[config.mk]
export PLATFORM = sky130hd
export DESIGN_NAME = keypad_scan_controller
export DESIGN_NICKNAME = d
export VERILOG_FILES = /design/src/rtl/keypad_scan_controller.sv
export SDC_FILE = /design/constraint.sdc
export NUM_CORES = 1
export LEC_CHECK = 0
export CAP_MARGIN = 20
export CORE_AREA = 5 5 60 62
export DETAILED_ROUTE_END_ITERATION = 8
export DIE_AREA = 0 0 65 67
export GPL_TIMING_DRIVEN = 0
export PLACE_DENSITY = 0.74
export SLEW_MARGIN = 40
export SYNTH_ARGS = -nofsm -noshare
export SYNTH_HDL_FRONTEND = slang
export SYNTH_SLANG_ARGS = --single-unit
[constraint.sdc]
create_clock -name clk -period 4.5 [get_ports clk]
set_input_delay 0.45 -clock clk [delete_from_list [all_inputs] [get_ports clk]]
set_output_delay 0.45 -clock clk [all_outputs]
set_load 0.1 [all_outputs]
[src/rtl/keypad_scan_controller.sv]
// 4x3 matrix keypad scanner with per-row-slot sampling, press/release debounce
// and a valid/ack handshake that drops keys accepted while one is still pending.
module keypad_scan_controller #(
    parameter int SCAN_DIV = 4,
    parameter int DEBOUNCE = 3
) (
    input  logic       clk,
    input  logic       initialize,
    input  logic       col1,
    input  logic       col2,
    input  logic       col3,
    output logic       row1,
    output logic       row2,
    output logic       row3,
    output logic       row4,
    input  logic       key_ack,
    output logic       key_valid,
    output logic [3:0] key_code,
    output logic       key_held,
    output logic       overrun
);

    typedef enum logic [1:0] {
        SCAN       = 2'd0,
        PRESS_DB   = 2'd1,
        HELD       = 2'd2,
        RELEASE_DB = 2'd3
    } state_t;

    state_t     state;
    state_t     state_next;
    logic [7:0] div_cnt;
    logic [1:0] row_idx;
    logic [1:0] row_idx_next;
    logic [3:0] db_cnt;
    logic [3:0] db_cnt_next;
    logic [2:0] cap_cols;
    logic [2:0] cap_cols_next;
    logic [2:0] cols;
    logic       sample;
    logic       one_hot;
    logic       accept;
    logic [3:0] col_num;
    logic [3:0] code_now;

    assign cols    = {col3, col2, col1};
    assign sample  = (div_cnt == 8'(SCAN_DIV - 1));
    assign one_hot = (cols == 3'b001) || (cols == 3'b010) || (cols == 3'b100);

    assign row1 = (row_idx == 2'd0);
    assign row2 = (row_idx == 2'd1);
    assign row3 = (row_idx == 2'd2);
    assign row4 = (row_idx == 2'd3);

    assign key_held = (state == HELD) || (state == RELEASE_DB);

    // At acceptance the live columns equal the captured pattern, so decode them directly.
    always_comb begin
        col_num = 4'd1;
        if (cols[1]) begin
            col_num = 4'd2;
        end else if (cols[2]) begin
            col_num = 4'd3;
        end
        if (row_idx == 2'd3) begin
            if (col_num == 4'd1) begin
                code_now = 4'd10;
            end else if (col_num == 4'd2) begin
                code_now = 4'd0;
            end else begin
                code_now = 4'd11;
            end
        end else begin
            code_now = ({2'b00, row_idx} * 4'd3) + col_num;
        end
    end

    always_ff @(posedge clk or posedge initialize) begin
        if (initialize) begin
            div_cnt <= '0;
        end else if (sample) begin
            div_cnt <= '0;
        end else begin
            div_cnt <= div_cnt + 8'd1;
        end
    end

    always_ff @(posedge clk or posedge initialize) begin
        if (initialize) begin
            state    <= SCAN;
            row_idx  <= '0;
            db_cnt   <= '0;
            cap_cols <= '0;
        end else begin
            state    <= state_next;
            row_idx  <= row_idx_next;
            db_cnt   <= db_cnt_next;
            cap_cols <= cap_cols_next;
        end
    end

    always_comb begin
        state_next    = state;
        row_idx_next  = row_idx;
        db_cnt_next   = db_cnt;
        cap_cols_next = cap_cols;
        accept        = 1'b0;
        if (sample) begin
            case (state)
                SCAN: begin
                    if (one_hot) begin
                        cap_cols_next = cols;
                        if (DEBOUNCE == 1) begin
                            accept      = 1'b1;
                            state_next  = HELD;
                            db_cnt_next = '0;
                        end else begin
                            state_next  = PRESS_DB;
                            db_cnt_next = 4'd1;
                        end
                    end else begin
                        row_idx_next = row_idx + 2'd1;
                    end
                end
                PRESS_DB: begin
                    if (cols == cap_cols) begin
                        if (db_cnt == 4'(DEBOUNCE - 1)) begin
                            accept      = 1'b1;
                            state_next  = HELD;
                            db_cnt_next = '0;
                        end else begin
                            db_cnt_next = db_cnt + 4'd1;
                        end
                    end else begin
                        state_next   = SCAN;
                        db_cnt_next  = '0;
                        row_idx_next = row_idx + 2'd1;
                    end
                end
                HELD: begin
                    if (cols == 3'b000) begin
                        if (DEBOUNCE == 1) begin
                            state_next   = SCAN;
                            row_idx_next = row_idx + 2'd1;
                        end else begin
                            state_next  = RELEASE_DB;
                            db_cnt_next = 4'd1;
                        end
                    end
                end
                RELEASE_DB: begin
                    if (cols != 3'b000) begin
                        state_next  = HELD;
                        db_cnt_next = '0;
                    end else if (db_cnt == 4'(DEBOUNCE - 1)) begin
                        state_next   = SCAN;
                        db_cnt_next  = '0;
                        row_idx_next = row_idx + 2'd1;
                    end else begin
                        db_cnt_next = db_cnt + 4'd1;
                    end
                end
                default: begin
                    state_next  = SCAN;
                    db_cnt_next = '0;
                end
            endcase
        end
    end

    // An ack on the accepting edge frees the slot, so the new key replaces the old one.
    always_ff @(posedge clk or posedge initialize) begin
        if (initialize) begin
            key_valid <= 1'b0;
            key_code  <= '0;
            overrun   <= 1'b0;
        end else begin
            overrun <= 1'b0;
            if (accept) begin
                if (!key_valid || key_ack) begin
                    key_valid <= 1'b1;
                    key_code  <= code_now;
                end else begin
                    overrun <= 1'b1;
                end
            end else if (key_valid && key_ack) begin
                key_valid <= 1'b0;
            end
        end
    end

endmodule

After elaboration in Yosys (flattened, before gate mapping)
Cells that the tools add are included.
- word-level logic and storage cells: 87
- flip-flop bits (word level): 25
- output and inout port bits: 11
- add/subtract/negate cells: 4
- multiply operators: 1
- eq/ne operators: 23
- muxes and demuxes: 33
- reductions and logical operators: 18
- operator list (kind ; number):
    $mux 4 ; 8
    $mux 2 ; 12
    $pmux 4 s4 ; 1
    $mux 1 ; 9
    $add 8x1->8 const B ; 1
    $eq 2x2->1 const B ; 4
    $eq 4x2->1 const B ; 2
    $eq 8x2->1 const B ; 1
    $mux 8 ; 1
    $ne 2x2->1 const B ; 4
    $pmux 2 s4 ; 1
    $ne 2x1->1 const B ; 3
    $pmux 2 s3 ; 1
    $reduce_and 3->1 ; 2
    $reduce_and 6->1 ; 1
    $reduce_bool 3->1 ; 2
    $reduce_and 5->1 ; 1
    $add 4x1->4 const B ; 1
    $add 4x4->4 ; 1
    $eq 2x1->1 const B ; 2
    $eq 4x1->1 const B ; 1
    $logic_not 2->1 ; 2
    $logic_or 1x1->1 ; 4
    $mul 2x2->4 const B ; 1
    12 further kinds ; 13

Longest topological paths before layout
- depth after elaboration: 7
- depth in mapped cells: 8

Worst setup path before layout
OpenSTA, ideal clock, no wires.
- path type: input to register
- from: input col3
- to: register key_code[2]
- stages: 8
- setup slack: 2030 ps
- required time: 4375 ps
- arrival: 2345 ps
- setup time: 125 ps
- path through: clkbuf_1 or2_2 fa_1 ha_1 inv_1 fa_1 nor2_1 mux2_2
- cells in the longest elaborated chain, start to end: 5
- elaborated cells between the ends (all ways): 11
- ends and longest elaborated chain (element ; line ; RTL):
    start: declaration ; 11 ; input logic col3,
    parallel branches: the longest is 5 deep, another holds $add 4x4->4 ; -- ;
    end signal: assignment ; 182 ; key_code <= code_now;
    end: declaration ; 18 ; output logic [3:0] key_code,
Parallel ways; which one is timed is not known.
A chain may end at the register's enable or synchronous reset.

Worst setup path after layout
- from: input col2
- to: register key_code[2]
- cells in the longest elaborated chain, start to end: 5
- elaborated cells between the ends (all ways): 10
- ends and longest elaborated chain (element ; line ; RTL):
    start: declaration ; 10 ; input logic col2,
    parallel branches: the longest is 5 deep, another holds $add 4x4->4 ; -- ;
Parallel ways; which one is timed is not known.

==> flow_results.org <==
** Final layout
- For this run, the share of the core covered by cells in the final layout is 0.529.
- Antenna cell count :: 0
- Ratio of cells with drive above 1 in the final layout :: 0.278
- Design Area, Final :: 1570 sq um
- Relative to the synthesized area, the layout overhead comes to 11.6%.
- Total Nets Final :: 162

** Global route
- Entering global routing, the biggest net connects 26 pins.
- The initial antenna violation count came to 0.
- Grt ovf :: 0
- Total global routing track utilization :: 0.130
- Vias in the first global route :: 957
- Wire length of the first global-routing pass :: 4350 microns

** Timing
- Setup total negative slack on the finished layout was measured at 0 ns.
- The number of hold violations in the final report was 0.
- In this run the tightest slew margin relative to its limit is 0.652.
- Setup-failing EPs final :: 0
- Worst hold slack across all endpoints :: 0.472 ns
- Based on the critical path, the design can be clocked at up to 388 MHz.
- Post-route clock period utilization :: 0.573
- Setup Skew :: 0.00165 ns
- Transition time at the pin with the least slew margin :: 0.517 ns
- Worst setup margin :: 1.92 ns
- Setup repair after global routing left no endpoint under its margin.
- Number of max-slew violations in the final report :: 0
- The clock period could shrink to 2.58 ns.

** Die
- Core box area :: 2980 sq um
- The initial utilization of the core area, before any placement, comes to 0.474.
- The die covers 4360 sq um.
- From left edge to right edge, the die measures 65 microns.
- The floorplan has 20 rows.
- During I/O placement, the number of pins put on the boundary was 17.
- The die is 67 microns tall.

** Placement
- The HPWL after detailed placement is 1910 microns.
- Weighted congestion reported at the end of routability-driven placement :: 0.794
- Pre-CTS setup slack :: 1.56 ns
- Count of input and output buffers :: 15
- Placement Cell Area :: 1550 sq um

** Worst setup path
- The most critical setup path has its startpoint at col2.
- Data required time of the critical path :: 4.72 ns
- The worst setup path is launched from an input pin.
- Worst endpoint data arrival time :: 2.79 ns
- Critical path destination :: key_code[2]$_DFFE_PP0P_
- The critical path is of the input pin to flip-flop type.
- The worst register-to-register path has a depth of 5.
- R2R Path Start :: div_cnt[4]$_DFF_PP0_
- The worst setup path is captured at a flip-flop.
- In this run the worst path has a maximum fanout of 7.
- Critical register-to-register path endpoint :: key_code[1]$_DFFE_PP0P_
- Setup slack on the worst reg-to-reg path comes out at 2.33 ns.

** Clock network
- CTS tree :: yes
- After clock tree synthesis, the repair step resized 0 gates.
- Number of buffers on the longest clock path :: 2
- TritonCTS Buffers :: 3
- Clock-pin slew was measured on the worst setup and hold paths at 0.13 ns.
- Hold repair after CTS inserted 0 buffers.
- For the worst-skew pair, the clock arrives at the later sink with an insertion delay of 0.31 ns.
- In this run the post-CTS setup repair buffer count came out at 0.
- CTS placed an instance of sky130_fd_sc_hd__clkbuf_4 at the clock tree root.
- In this run the number of H-tree levels came out at 1.
- Total clock sinks :: 25

** Status
- The flow ran to the end, and the final reports show no timing, DRC or antenna violations.

** Logic synthesis
- For this run, the register share of the synthesized area comes to 0.444.
- Averaged over all synthesized cells, the footprint is 11.3 sq um.
- In the synthesized netlist the async set-or-reset flop fraction comes to 1.00.
- Post-synthesis cell count :: 125
- Net count after synthesis :: 142
- XOR/XNOR share of the synthesized area :: 0.0621
- By area, the combinational part of the netlist is dominated by simple AND/OR/NAND/NOR gates.
- The synthesized design contains 0 enable-type register cells.
- After synthesis, the share of cell area in mux cells is 0.0639.
- Post-synthesis adder-cell area fraction :: 0.108
- Main synth FF type :: sky130_fd_sc_hd__dfrtp_1
- Post-synthesis sequential element count :: 25
- In this run, distinct cell masters in the synthesized netlist total 39.
- The cell area that synthesis handed to floorplanning was 1410 sq um.
- Area fraction in compound gates after synthesis :: 0.105
- Simple-gate share of the synthesized area :: 0.185
- Total number of yosys warnings :: 0

** Route
- Via-per-instance ratio :: 5.32
- After detailed routing, the total wire length is 2440 microns.
- The first routing iteration left 38 violations.
- Dividing the detail-routed wire length by the instance count gives 13.8 microns.
- DRT met1 WL :: 1140 microns
- Met2 wire len :: 1170 microns
- Topmost layer with routed signal wires :: met4
- Detailed-route via count :: 942
- DRC :: 0
- The first detailed-routing pass took 6 iterations.
- After detailed routing, the met3 layer carries 97 microns of wire.
- Once detail routing completed, the nets flagged for antenna violations numbered 0.

** Power and ir drop
- Power density over the cells :: 498 nW/um^2
- Across the VDD grid, the largest voltage drop is 0.174 mV.
- Reported leakage power :: 0.000744 uW

** Flow run
- Max cap viols :: 0

** Hold path
- Hold WC Path Type :: input pin to async pin
[power breakdown]
part	internal [uW]	switching (uW)
logic	109	280
clock network	33.3	65.3
registers	260	37.2
[cells in the mapped netlist (all sizes together) (3+ instances only)]
cell type,instances,share of area
and3,3,0.015
clkbuf,3,0.0089
inv,9,0.024
o21ai,7,0.025
dfrtp,25,0.44
a21oi,3,0.011
nor2,6,0.023
mux2,8,0.064
xor2,4,0.025
nor3,3,0.019
nand2,6,0.016
nand3,6,0.021
ha,9,0.080
nand2b,3,0.013
xnor2,6,0.037
[worst max-delay path, stage by stage]
cell                              delay, ns
sky130_fd_sc_hd__clkdlybuf4s50_1       0.51
sky130_fd_sc_hd__or2_2                 0.35
sky130_fd_sc_hd__fa_1                  0.49
sky130_fd_sc_hd__ha_1                  0.14
sky130_fd_sc_hd__inv_1                 0.05
sky130_fd_sc_hd__fa_1                  0.50
sky130_fd_sc_hd__nor2_1                0.04
sky130_fd_sc_hd__mux2_2                0.26
[logic make-up after synthesis]
group	after synthesis
and+or+nand+nor	39
DFF	25
AOI/OAI and AO/OA	20
buffers and inverters	12
adders and majority gates	11
xor gates and xnor gates	10
muxes	8
[routing by layer]
layer / up-vias / GRT usage
met5: - / 0
met3: 4 / 0.0236
met2: 15 / 0.217
li1: 471 / -
met4: 0 / 0.0475
met1: 452 / 0.168
[worst min path at each step]
stage                               to            startpoint  depth (start not counted)  slack (ns)
6_report          div_cnt[7]$_DFF_PP0_            initialize                          2        0.47
5_1_grt        key_code[1]$_DFFE_PP0P_            initialize                          2        0.49
3_5_place_dp      div_cnt[7]$_DFF_PP0_  div_cnt[7]$_DFF_PP0_                          1        0.47
2_1_floorplan     div_cnt[7]$_DFF_PP0_  div_cnt[7]$_DFF_PP0_                          1        0.45
3_3_place_gp      div_cnt[7]$_DFF_PP0_  div_cnt[7]$_DFF_PP0_                          1        0.46
4_1_cts           div_cnt[1]$_DFF_PP0_            initialize                          2        0.47
[state kept, by name, indices dropped and copies added, names as in the netlist]
signal	count
row_idx	2
div_cnt	8
cap_cols	3
key_code	4
key_valid	1
state	2
overrun	1
db_cnt	4
[area by class of cell]
type                    count  area (sq um)
clock inverters             1          5.00
clock buffers               3          22.5
multi-input cells          88           738
fillers                   278          1400
plain buffers               3          12.5
inverters                   9          33.8
flip-flops and latches     25           626
repair buffers             15          95.1
well taps                  33          41.3
[through the flow]
stage	power, uW	cells
2_1_floorplan	632	125
3_3_place_gp	697	173
3_5_place_dp	694	173
4_1_cts	796	177
5_1_grt	849	177
6_report	784	177
[cell usage in the layout, fill, tap and decap left out, types with 2 or more instances in the layout]
cell type and instances:
sky130_fd_sc_hd__a21oi_1 3, sky130_fd_sc_hd__and3_2 2, sky130_fd_sc_hd__buf_2 11, sky130_fd_sc_hd__clkbuf_1 2
sky130_fd_sc_hd__clkbuf_4 3, sky130_fd_sc_hd__clkdlybuf4s50_1 4, sky130_fd_sc_hd__dfrtp_1 25, sky130_fd_sc_hd__fa_1 2
sky130_fd_sc_hd__ha_1 9, sky130_fd_sc_hd__inv_1 8, sky130_fd_sc_hd__mux2_2 8, sky130_fd_sc_hd__nand2_1 6
sky130_fd_sc_hd__nand2b_1 3, sky130_fd_sc_hd__nand3_1 6, sky130_fd_sc_hd__nor2_1 4, sky130_fd_sc_hd__nor2b_1 2
sky130_fd_sc_hd__nor3_1 2, sky130_fd_sc_hd__o21ai_0 7, sky130_fd_sc_hd__o21bai_1 2, sky130_fd_sc_hd__or2_2 2
sky130_fd_sc_hd__or3b_2 2, sky130_fd_sc_hd__xnor2_1 6, sky130_fd_sc_hd__xor2_1 4
No activity file was read; power rests on OpenSTA's default activity.
